<file path="src/rtl/dma_pkg.sv">
// Shared types and constants for the DMA descriptor scheduler.
// Holds the FSM state encoding and the default counter widths.
package dma_pkg;

  typedef enum logic [1:0] {
    ST_IDLE,
    ST_SCAN,
    ST_WAIT,
    ST_DONE
  } dma_state_e;

  localparam int DMA_NUM_DESC_DEF = 8;
  localparam int DMA_LOOP_CNT_W   = 8;
  localparam int DMA_XFER_CNT_W   = 16;

  function automatic int dma_idx_w(input int n);
    return (n < 2) ? 1 : $clog2(n);
  endfunction

endpackage

</file>
<file path="src/rtl/dma_desc_sched.sv">
// DMA descriptor scheduler: walks a wrap-capable descriptor range and
// issues one-cycle slice requests for each enabled descriptor.
// Ports:
//   clk, rst           clock, synchronous active-high reset
//   csr_*              start/abort/irq-clear and range/enable/loop config
//   dma_slice_idx/valid  slice request; dma_slice_done  slice completion
//   dma_busy/done/irq/aborted  status; dma_cur_idx/pass_cnt/xfer_cnt  progress
module dma_desc_sched
  import dma_pkg::*;
#(
  parameter int DMA_NUM_DESC   = DMA_NUM_DESC_DEF,
  parameter int DESC_IDX_WIDTH = dma_idx_w(DMA_NUM_DESC),
  parameter int LOOP_CNT_WIDTH = DMA_LOOP_CNT_W,
  parameter int XFER_CNT_WIDTH = DMA_XFER_CNT_W
) (
  input  logic                      clk,
  input  logic                      rst,
  input  logic                      csr_dma_start,
  input  logic                      csr_dma_abort,
  input  logic                      csr_irq_clr,
  input  logic [DESC_IDX_WIDTH-1:0] csr_desc_first,
  input  logic [DESC_IDX_WIDTH-1:0] csr_desc_last,
  input  logic [DMA_NUM_DESC-1:0]   csr_desc_enable,
  input  logic [LOOP_CNT_WIDTH-1:0] csr_dma_loop_cnt,
  output logic [DESC_IDX_WIDTH-1:0] dma_slice_idx,
  output logic                      dma_slice_valid,
  input  logic                      dma_slice_done,
  output logic                      dma_busy,
  output logic                      dma_done,
  output logic                      dma_irq,
  output logic                      dma_aborted,
  output logic [DESC_IDX_WIDTH-1:0] dma_cur_idx,
  output logic [LOOP_CNT_WIDTH-1:0] dma_pass_cnt,
  output logic [XFER_CNT_WIDTH-1:0] dma_xfer_cnt
);

  dma_state_e                r_state;
  logic [DESC_IDX_WIDTH-1:0] r_first;
  logic [DESC_IDX_WIDTH-1:0] r_last;
  logic [DMA_NUM_DESC-1:0]   r_en;
  logic [LOOP_CNT_WIDTH-1:0] r_loop;
  logic [DESC_IDX_WIDTH-1:0] r_cur;
  logic [LOOP_CNT_WIDTH-1:0] r_pass;
  logic [XFER_CNT_WIDTH-1:0] r_xfer;
  logic                      r_valid;
  logic                      r_irq;
  logic                      r_aborted;
  logic                      r_abort_pend;

  logic                      w_at_last;
  logic                      w_last_pass;
  logic                      w_final;

  assign w_at_last   = (r_cur == r_last);
  assign w_last_pass = (r_pass == r_loop);
  // Completion of the last descriptor on the last pass beats any abort.
  assign w_final     = w_at_last && w_last_pass;

  always_ff @(posedge clk) begin
    if (rst) begin
      r_state      <= ST_IDLE;
      r_first      <= '0;
      r_last       <= '0;
      r_en         <= '0;
      r_loop       <= '0;
      r_cur        <= '0;
      r_pass       <= '0;
      r_xfer       <= '0;
      r_valid      <= 1'b0;
      r_irq        <= 1'b0;
      r_aborted    <= 1'b0;
      r_abort_pend <= 1'b0;
    end else begin
      r_valid <= 1'b0;
      // Clear first so any set below in the same cycle wins.
      if (csr_irq_clr) begin
        r_irq     <= 1'b0;
        r_aborted <= 1'b0;
      end
      unique case (r_state)
        ST_IDLE: begin
          if (csr_dma_start) begin
            r_first      <= csr_desc_first;
            r_last       <= csr_desc_last;
            r_en         <= csr_desc_enable;
            r_loop       <= csr_dma_loop_cnt;
            r_cur        <= csr_desc_first;
            r_pass       <= '0;
            r_xfer       <= '0;
            r_aborted    <= 1'b0;
            r_abort_pend <= 1'b0;
            r_state      <= ST_SCAN;
          end
        end
        ST_SCAN: begin
          if (csr_dma_abort) begin
            r_aborted <= 1'b1;
            r_state   <= ST_DONE;
          end else if (r_en[r_cur]) begin
            r_valid <= 1'b1;
            r_state <= ST_WAIT;
          end else if (w_at_last) begin
            if (w_last_pass) begin
              r_state <= ST_DONE;
            end else begin
              r_pass <= r_pass + 1'b1;
              r_cur  <= r_first;
            end
          end else begin
            r_cur <= r_cur + 1'b1;
          end
        end
        ST_WAIT: begin
          if (dma_slice_done) begin
            r_xfer <= r_xfer + 1'b1;
            if (w_final) begin
              r_state <= ST_DONE;
            end else if (csr_dma_abort || r_abort_pend) begin
              r_aborted <= 1'b1;
              r_state   <= ST_DONE;
            end else if (w_at_last) begin
              r_pass  <= r_pass + 1'b1;
              r_cur   <= r_first;
              r_state <= ST_SCAN;
            end else begin
              r_cur   <= r_cur + 1'b1;
              r_state <= ST_SCAN;
            end
          end else if (csr_dma_abort) begin
            // The running slice is never cut short; abort once it ends.
            r_abort_pend <= 1'b1;
          end
        end
        ST_DONE: begin
          r_irq        <= 1'b1;
          r_abort_pend <= 1'b0;
          r_state      <= ST_IDLE;
        end
        default: r_state <= ST_IDLE;
      endcase
    end
  end

  assign dma_slice_idx   = r_cur;
  assign dma_slice_valid = r_valid;
  assign dma_busy        = (r_state != ST_IDLE);
  assign dma_done        = (r_state == ST_DONE);
  assign dma_irq         = r_irq;
  assign dma_aborted     = r_aborted;
  assign dma_cur_idx     = r_cur;
  assign dma_pass_cnt    = r_pass;
  assign dma_xfer_cnt    = r_xfer;

endmodule

</file>
<file path="config.mk">
export PLATFORM = sky130hd
export DESIGN_NAME = dma_desc_sched
export DESIGN_NICKNAME = d
export VERILOG_FILES = /design/src/rtl/dma_pkg.sv /design/src/rtl/dma_desc_sched.sv
export SDC_FILE = /design/constraint.sdc
export NUM_CORES = 1
export LEC_CHECK = 0
export CAP_MARGIN = 20
export CORE_UTILIZATION = 54
export CTS_CLUSTER_DIAMETER = 30
export CTS_CLUSTER_SIZE = 40
export DETAILED_ROUTE_END_ITERATION = 16
export HOLD_SLACK_MARGIN = 0.15
export PLACE_DENSITY = 0.85
export SLEW_MARGIN = 0
export SYNTH_ARGS = -nofsm -noshare
export SYNTH_HDL_FRONTEND = slang
export SYNTH_SLANG_ARGS = --single-unit
</file>
<file path="constraint.sdc">
create_clock -name clk -period 4.5 [get_ports clk]
set_clock_uncertainty 0.2 [all_clocks]
set_input_delay 0.9 -clock clk [delete_from_list [all_inputs] [get_ports clk]]
set_output_delay 0.9 -clock clk [all_outputs]
set_load 0.02 [all_outputs]
</file>
==> results_dict.tcl, run 1 <==
set metrics [dict create \
    synth.avg_cell_area_um2 8.30 \
    wl_um 6180 \
    synth_seq_area_share_pct 40.0 \
    synth_edf_count 0 \
    stdcell_area_um2 3480 \
    synth-main-ff-cell "dfxtp_1" \
    boundaryPins 63 \
    drv_slew 0 \
    critPathMaxFanout 6 \
    p_sw_share_pct 39.1 \
    slew-limit-headroom_pct 45.6 \
    power_density_nw_per_um2 494 \
    core-area_um2 4820 \
    yosys_warnings 0 \
    cts.sinks 55 \
    cts_tree "built" \
    worst_skew_pair.late_latency_ns 0.30 \
    synth_most_common_cell "nand2_1" \
    cts_post_setup_buffers_inserted 0 \
    rsz0062_at_grt "false" \
    status "finished, final reports clean" \
    worstPathRequired_ns 4.54 \
    p_seq_share_pct 36.3 \
    synth_top_area_share_pct 40.0 \
    combPwrFrac_pct 44.2 \
    postRouteAntennaNets 0 \
    hold_viol 0 \
    cts_resized 0 \
    clkSlewWorstSetupHoldPaths_ns 0.10 \
    n_antenna_cell 0 \
    crit_path_max_incr_delay_ns 0.61 \
    finalWeightedCongestion 0.816 \
    track_usage_pct 25.0 \
    synth.top_cells.by_count "nand2_1 (64), dfxtp_1 (55), a21oi_1 (34)" \
    std_cell_rows 25 \
    power_switching_mw 0.672 \
    grt_pass1_vias 2335 \
    cts-hold-fix-buffers 0 \
    critPathArrivalTime_ns 3.32 \
    synth_fp_nets 368 \
    start_util_pct 57.2 \
    synthArstFlopShare_pct 0 \
    cp_num_buf_inv 1 \
    nets 419 \
    die_w_um 73.4 \
    hold_class "flop to flop" \
    critPathTopFamily "compound AO/OA/AOI/OAI gates" \
    fin_crit_ns 3.28 \
    placement.io_buffers 62 \
    numCtsBuffers 5 \
    via_count 2503 \
    setup_violations 0 \
    die_area_um2 5390 \
    areaGrowthSynthToFinish_pct 26.2 \
    drtIter0Drc 170 \
    pre_cts_slack_ns 0.966 \
    htree_levels 2 \
    p_int_mw 1.05 \
    vias_per_cell 5.55 \
    ys_ff_latch 55 \
    setup.worst_path.end_class "flop" \
    grt.overflow.total 0 \
    synthCells 332 \
    yosysTopAreaCell "dfxtp_1" \
    cp_cell_sequence "clkdlybuf4s50_1 > or2_1 > a2111oi_0 > o41ai_1 > or3_1 > a311o_1 > a21oi_2" \
    cap_violations 0 \
    ys_types 51 \
    critPathKind "primary input to flop" \
    crit_slowest_cell "a2111oi_0" \
    fin_tns_setup_ns 0 \
    layout_setup_ws_ns 1.22 \
    antenna_found_initial 0 \
    syn_area_um2 2760 \
    final_layout_size_suffix_gt1_share_pct 6.77 \
    die_h_um 73.4 \
    dr.pass1.iters 4 \
    postPlaceCellArea_um2 3360 \
    grt_pass1_wl_um 10400 \
    grt_max_degree 35 \
    start_kind "primary input" \
    p_leak_nw 1.29 \
    ir_worst_vdd_mv 0.292 \
    clk_path_buf_depth 2 \
    wl_per_cell_um 13.7 \
    min_period_over_period_pct 72.9 \
    fillers 411 \
    p_clk_share_pct 19.6 \
    fmax_mhz 305 \
    drc 0 \
    synthTopCellsByArea "dfxtp_1 (40%), nand2_1 (8.7%), a21oi_1 (6.2%)" \
    dp_hpwl_um 4400 \
    cts_root_buffer "clkbuf_8" \
    worst_slew_pin_slew_ns 0.809 \
]
flip-flops by register name (all words and copies together) (netlist names):
| signal | cells |
|---|---|
| r_abort_pend | 1 |
| r_loop | 8 |
| dma_xfer_cnt | 16 |
| r_state | 2 |
| r_en | 8 |
| dma_slice_valid | 1 |
| dma_aborted | 1 |
| r_first | 3 |
| dma_cur_idx | 3 |
| r_last | 3 |
| dma_irq | 1 |
| dma_pass_cnt | 8 |
per-stage QoR:
step	total power, mW	instances	util [%]	hold slack [ns]
2_1_floorplan	1.19	332	-	0.232
3_3_place_gp	1.35	443	69.7	0.238
3_5_place_dp	1.38	443	69.7	0.247
4_1_cts	1.72	451	72.2	0.261
5_1_grt	1.83	451	72.2	0.281
6_report	1.72	451	72.2	0.261
power groups by stage:
stage,Combinational [mW],Clock (mW),Sequential [mW]
2_1_floorplan,0.553,0,0.639
3_3_place_gp,0.721,0,0.628
3_5_place_dp,0.747,0,0.633
4_1_cts,0.754,0.340,0.622
5_1_grt,0.837,0.357,0.632
6_report,0.759,0.336,0.623
cell families after synthesis:
logic type | share of synthesized area, %
DFF | 40.0
xor gates and xnor gates | 8.27
buffers and inverters | 5.27
AOI/OAI and AO/OA | 14.6
adders and majority gates | 3.63
and+or+nand+nor | 24.4
muxes | 3.91
worst reg2reg max path, delay by kind of cell, from the launching register on:
family | cells | cell delay (ns)
buffers and inverters | 1 | 0.12
flip-flops | 1 | 0.44
adder cells (fa/ha/maj) | 1 | 0.30
AND/OR/NAND/NOR | 2 | 0.67
AO/OA/AOI/OAI | 4 | 1.21
area by class of cell:
class	instances	area, µm²	area share [%]
multi-input cells	249	1510	43.4
flip-flops and latches	55	1100	31.7
repair buffers	64	636	18.3
well taps	67	83.8	2.41
clock buffers	6	82.6	2.37
clock inverters	2	35.0	1.01
inverters	8	30.0	0.864
layer usage:
layer | wire length (µm) | vias to the layer above | track usage, %
li1 | - | 1233 | -
met1 | 2620 | 1150 | 31.2
met2 | 3030 | 104 | 42.9
met3 | 374 | 16 | 4.80
met4 | 152 | 0 | 9.40
met5 | 0 | - | 0
cells in the final DEF (no fill, tap or decap), types with 8 or more instances in the layout:
| master | instances |
|---|---|
| dfxtp_1 | 55 |
| clkdlybuf4s50_1 | 62 |
| a21oi_1 | 34 |
| o21ai_0 | 8 |
| xor2_1 | 14 |
| xnor2_1 | 12 |
| ha_1 | 8 |
| nand3_1 | 14 |
| nand2_1 | 64 |
| nor2_1 | 27 |
| inv_1 | 8 |
worst paths after layout:
check,startpoint,endpoint,slack [ns],cells past startpoint
max,csr_dma_abort,dma_cur_idx[1],1.22,7
min,r_en[1],r_en[1],0.26,2
max reg2reg,r_state[0],dma_cur_idx[1],1.49,8
min reg2reg,r_en[1],r_en[1],0.26,2
No activity file was read; power rests on OpenSTA's default activity.
==> run 2: changes to the inputs <==
CORE_UTILIZATION = 45   (was 54)
PLACE_DENSITY = 0.76   (was 0.85)
clock period = 2.8 ns   (was 4.5 ns; I/O delays follow)
==> run 2 against run 1 <==
Global-route usage fell by 5.4 points; clock power increased by 54%; wire length shrank 3.0%; highest routed layer unchanged; power is 69% higher; design area grew 3.6%.
==> results_dict.tcl, run 2 (synthesis results as in run 1) <==
set metrics [dict create \
    critPathArrivalTime_ns 2.60 \
    setup_violations 0 \
    min_from "r_en[4]" \
    boundaryPins 63 \
    die_h_um 80.2 \
    power_density_nw_per_um2 804 \
    die_w_um 80.2 \
    track_usage_pct 19.6 \
    stdcell_area_um2 3600 \
    rrSetupSlack_ns 0.24 \
    clk_path_buf_depth 2 \
    reg2reg_depth 10 \
    dp_hpwl_um 4390 \
    worst_slew_pin_slew_ns 0.555 \
    slew-limit-headroom_pct 63.0 \
    grt_pass1_vias 2219 \
    drtIter0Drc 92 \
    critPathKind "primary input to flop" \
    holdWs_ns 0.256 \
    p_leak_nw 1.36 \
    areaGrowthSynthToFinish_pct 30.8 \
    cts_tree "built" \
    drv_slew 0 \
    critPathMaxFanout 4 \
    fin_crit_ns 2.61 \
    final_layout_size_suffix_gt1_share_pct 10.3 \
    numCtsBuffers 5 \
    wl_um 5990 \
    hold_class "flop to flop" \
    dr.pass1.iters 4 \
    drc 0 \
    die_area_um2 6440 \
    worst_skew_pair.late_latency_ns 0.31 \
    fin_tns_setup_ns 0 \
    fin_util_pct 60.9 \
    cts-hold-fix-buffers 0 \
    n_antenna_cell 0 \
    layout_common_cells "nand2_1 (64), clkdlybuf4s50_1 (62), dfxtp_1 (54), a21oi_1 (34), nor2_1 (27)" \
    clkSlewWorstSetupHoldPaths_ns 0.08 \
    largest_reg_flops 16 \
    hold_viol 0 \
    status "finished, final reports clean" \
    layout_commonest_cell "nand2_1" \
    cts_root_buffer "clkbuf_8" \
    crit_start "csr_dma_abort" \
    worstPathRequired_ns 2.78 \
    vias_per_cell 5.15 \
    cts.sinks 55 \
    grt_pass1_wl_um 9790 \
    finalWeightedCongestion 0.796 \
    grt_max_degree 40 \
    r2r_start "r_state[0]" \
    htree_levels 2 \
    cap_violations 0 \
    whs_path_depth 2 \
    start_kind "primary input" \
    std_cell_rows 28 \
    wl_per_cell_um 12.7 \
    rsz0062_at_grt "false" \
    placement.io_buffers 62 \
    core-area_um2 5920 \
    postRouteAntennaNets 0 \
    postPlaceCellArea_um2 3490 \
    antenna_found_initial 0 \
    via_count 2437 \
    setup.worst_path.end_class "flop" \
    min_period_over_period_pct 93.3 \
    p_total_mw 2.90 \
    fmax_mhz 383 \
    grt.overflow.total 0 \
    nets 434 \
    ir_worst_vdd_mv 0.442 \
    start_util_pct 46.5 \
]
run 2: cell types whose count changed in the layout (fill, tap and decap cells not counted):
cell	change
clkbuf_8	-1
a2111oi_1	+1
clkinv_2	-1
dfxtp_2	+1
a2111oi_0	-1
buf_12	+1
buf_4	+14
clkinvlp_4	+1
dfxtp_1	-1
run 2: where the power goes:
part           internal [mW]  switching (mW)
Clock                  0.262           0.254
Combinational          0.660           0.755
Sequential             0.884          0.0827
Total                   1.81            1.09
run 2: through the flow:
step                setup slack, ns  std cells
floorplan                     0.170        332
CTS                           0.137        473
global route                 0.0422        473
global placement             -0.185        466
finish                        0.189        473
detailed placement           -0.135        466
run 2: critical path, stage by stage:
cell and delay (ns):
clkdlybuf4s50_1 0.46, or2_1 0.27, a2111oi_1 0.35, buf_4 0.18, o41ai_1 0.05, or3_1 0.37, buf_4 0.17, mux2i_1 0.13
nor2_1 0.05
run 2: routing by layer:
layer	routed length, µm	GRT usage [%]
met4	75	7.32
met2	2900	32.9
met1	2760	24.6
met5	0	0
met3	250	4.09
run 2: timing repair:
item / CTS / global route
setup buffers: 0 / 0
resized for setup: 0 / 2
endpoints found under the hold margin: 0 / 0
endpoints found under the setup margin: 0 / 2
run 2: path summary, 6_finish.rpt:
check	endpoint
worst max-delay path	dma_cur_idx[2]
worst min-delay path	r_en[4]
worst max register to register	dma_cur_idx[2]
worst min register to register	r_en[4]
run 2: layout make-up:
class / instances / area (µm²)
fill: 542 / 2320
multi-input combinational: 249 / 1510
sequential: 55 / 1100
timing repair buffer: 79 / 761
tap: 75 / 93.8
clock buffer: 5 / 68.8
clock inverter: 2 / 37.5
inverter: 8 / 30.0
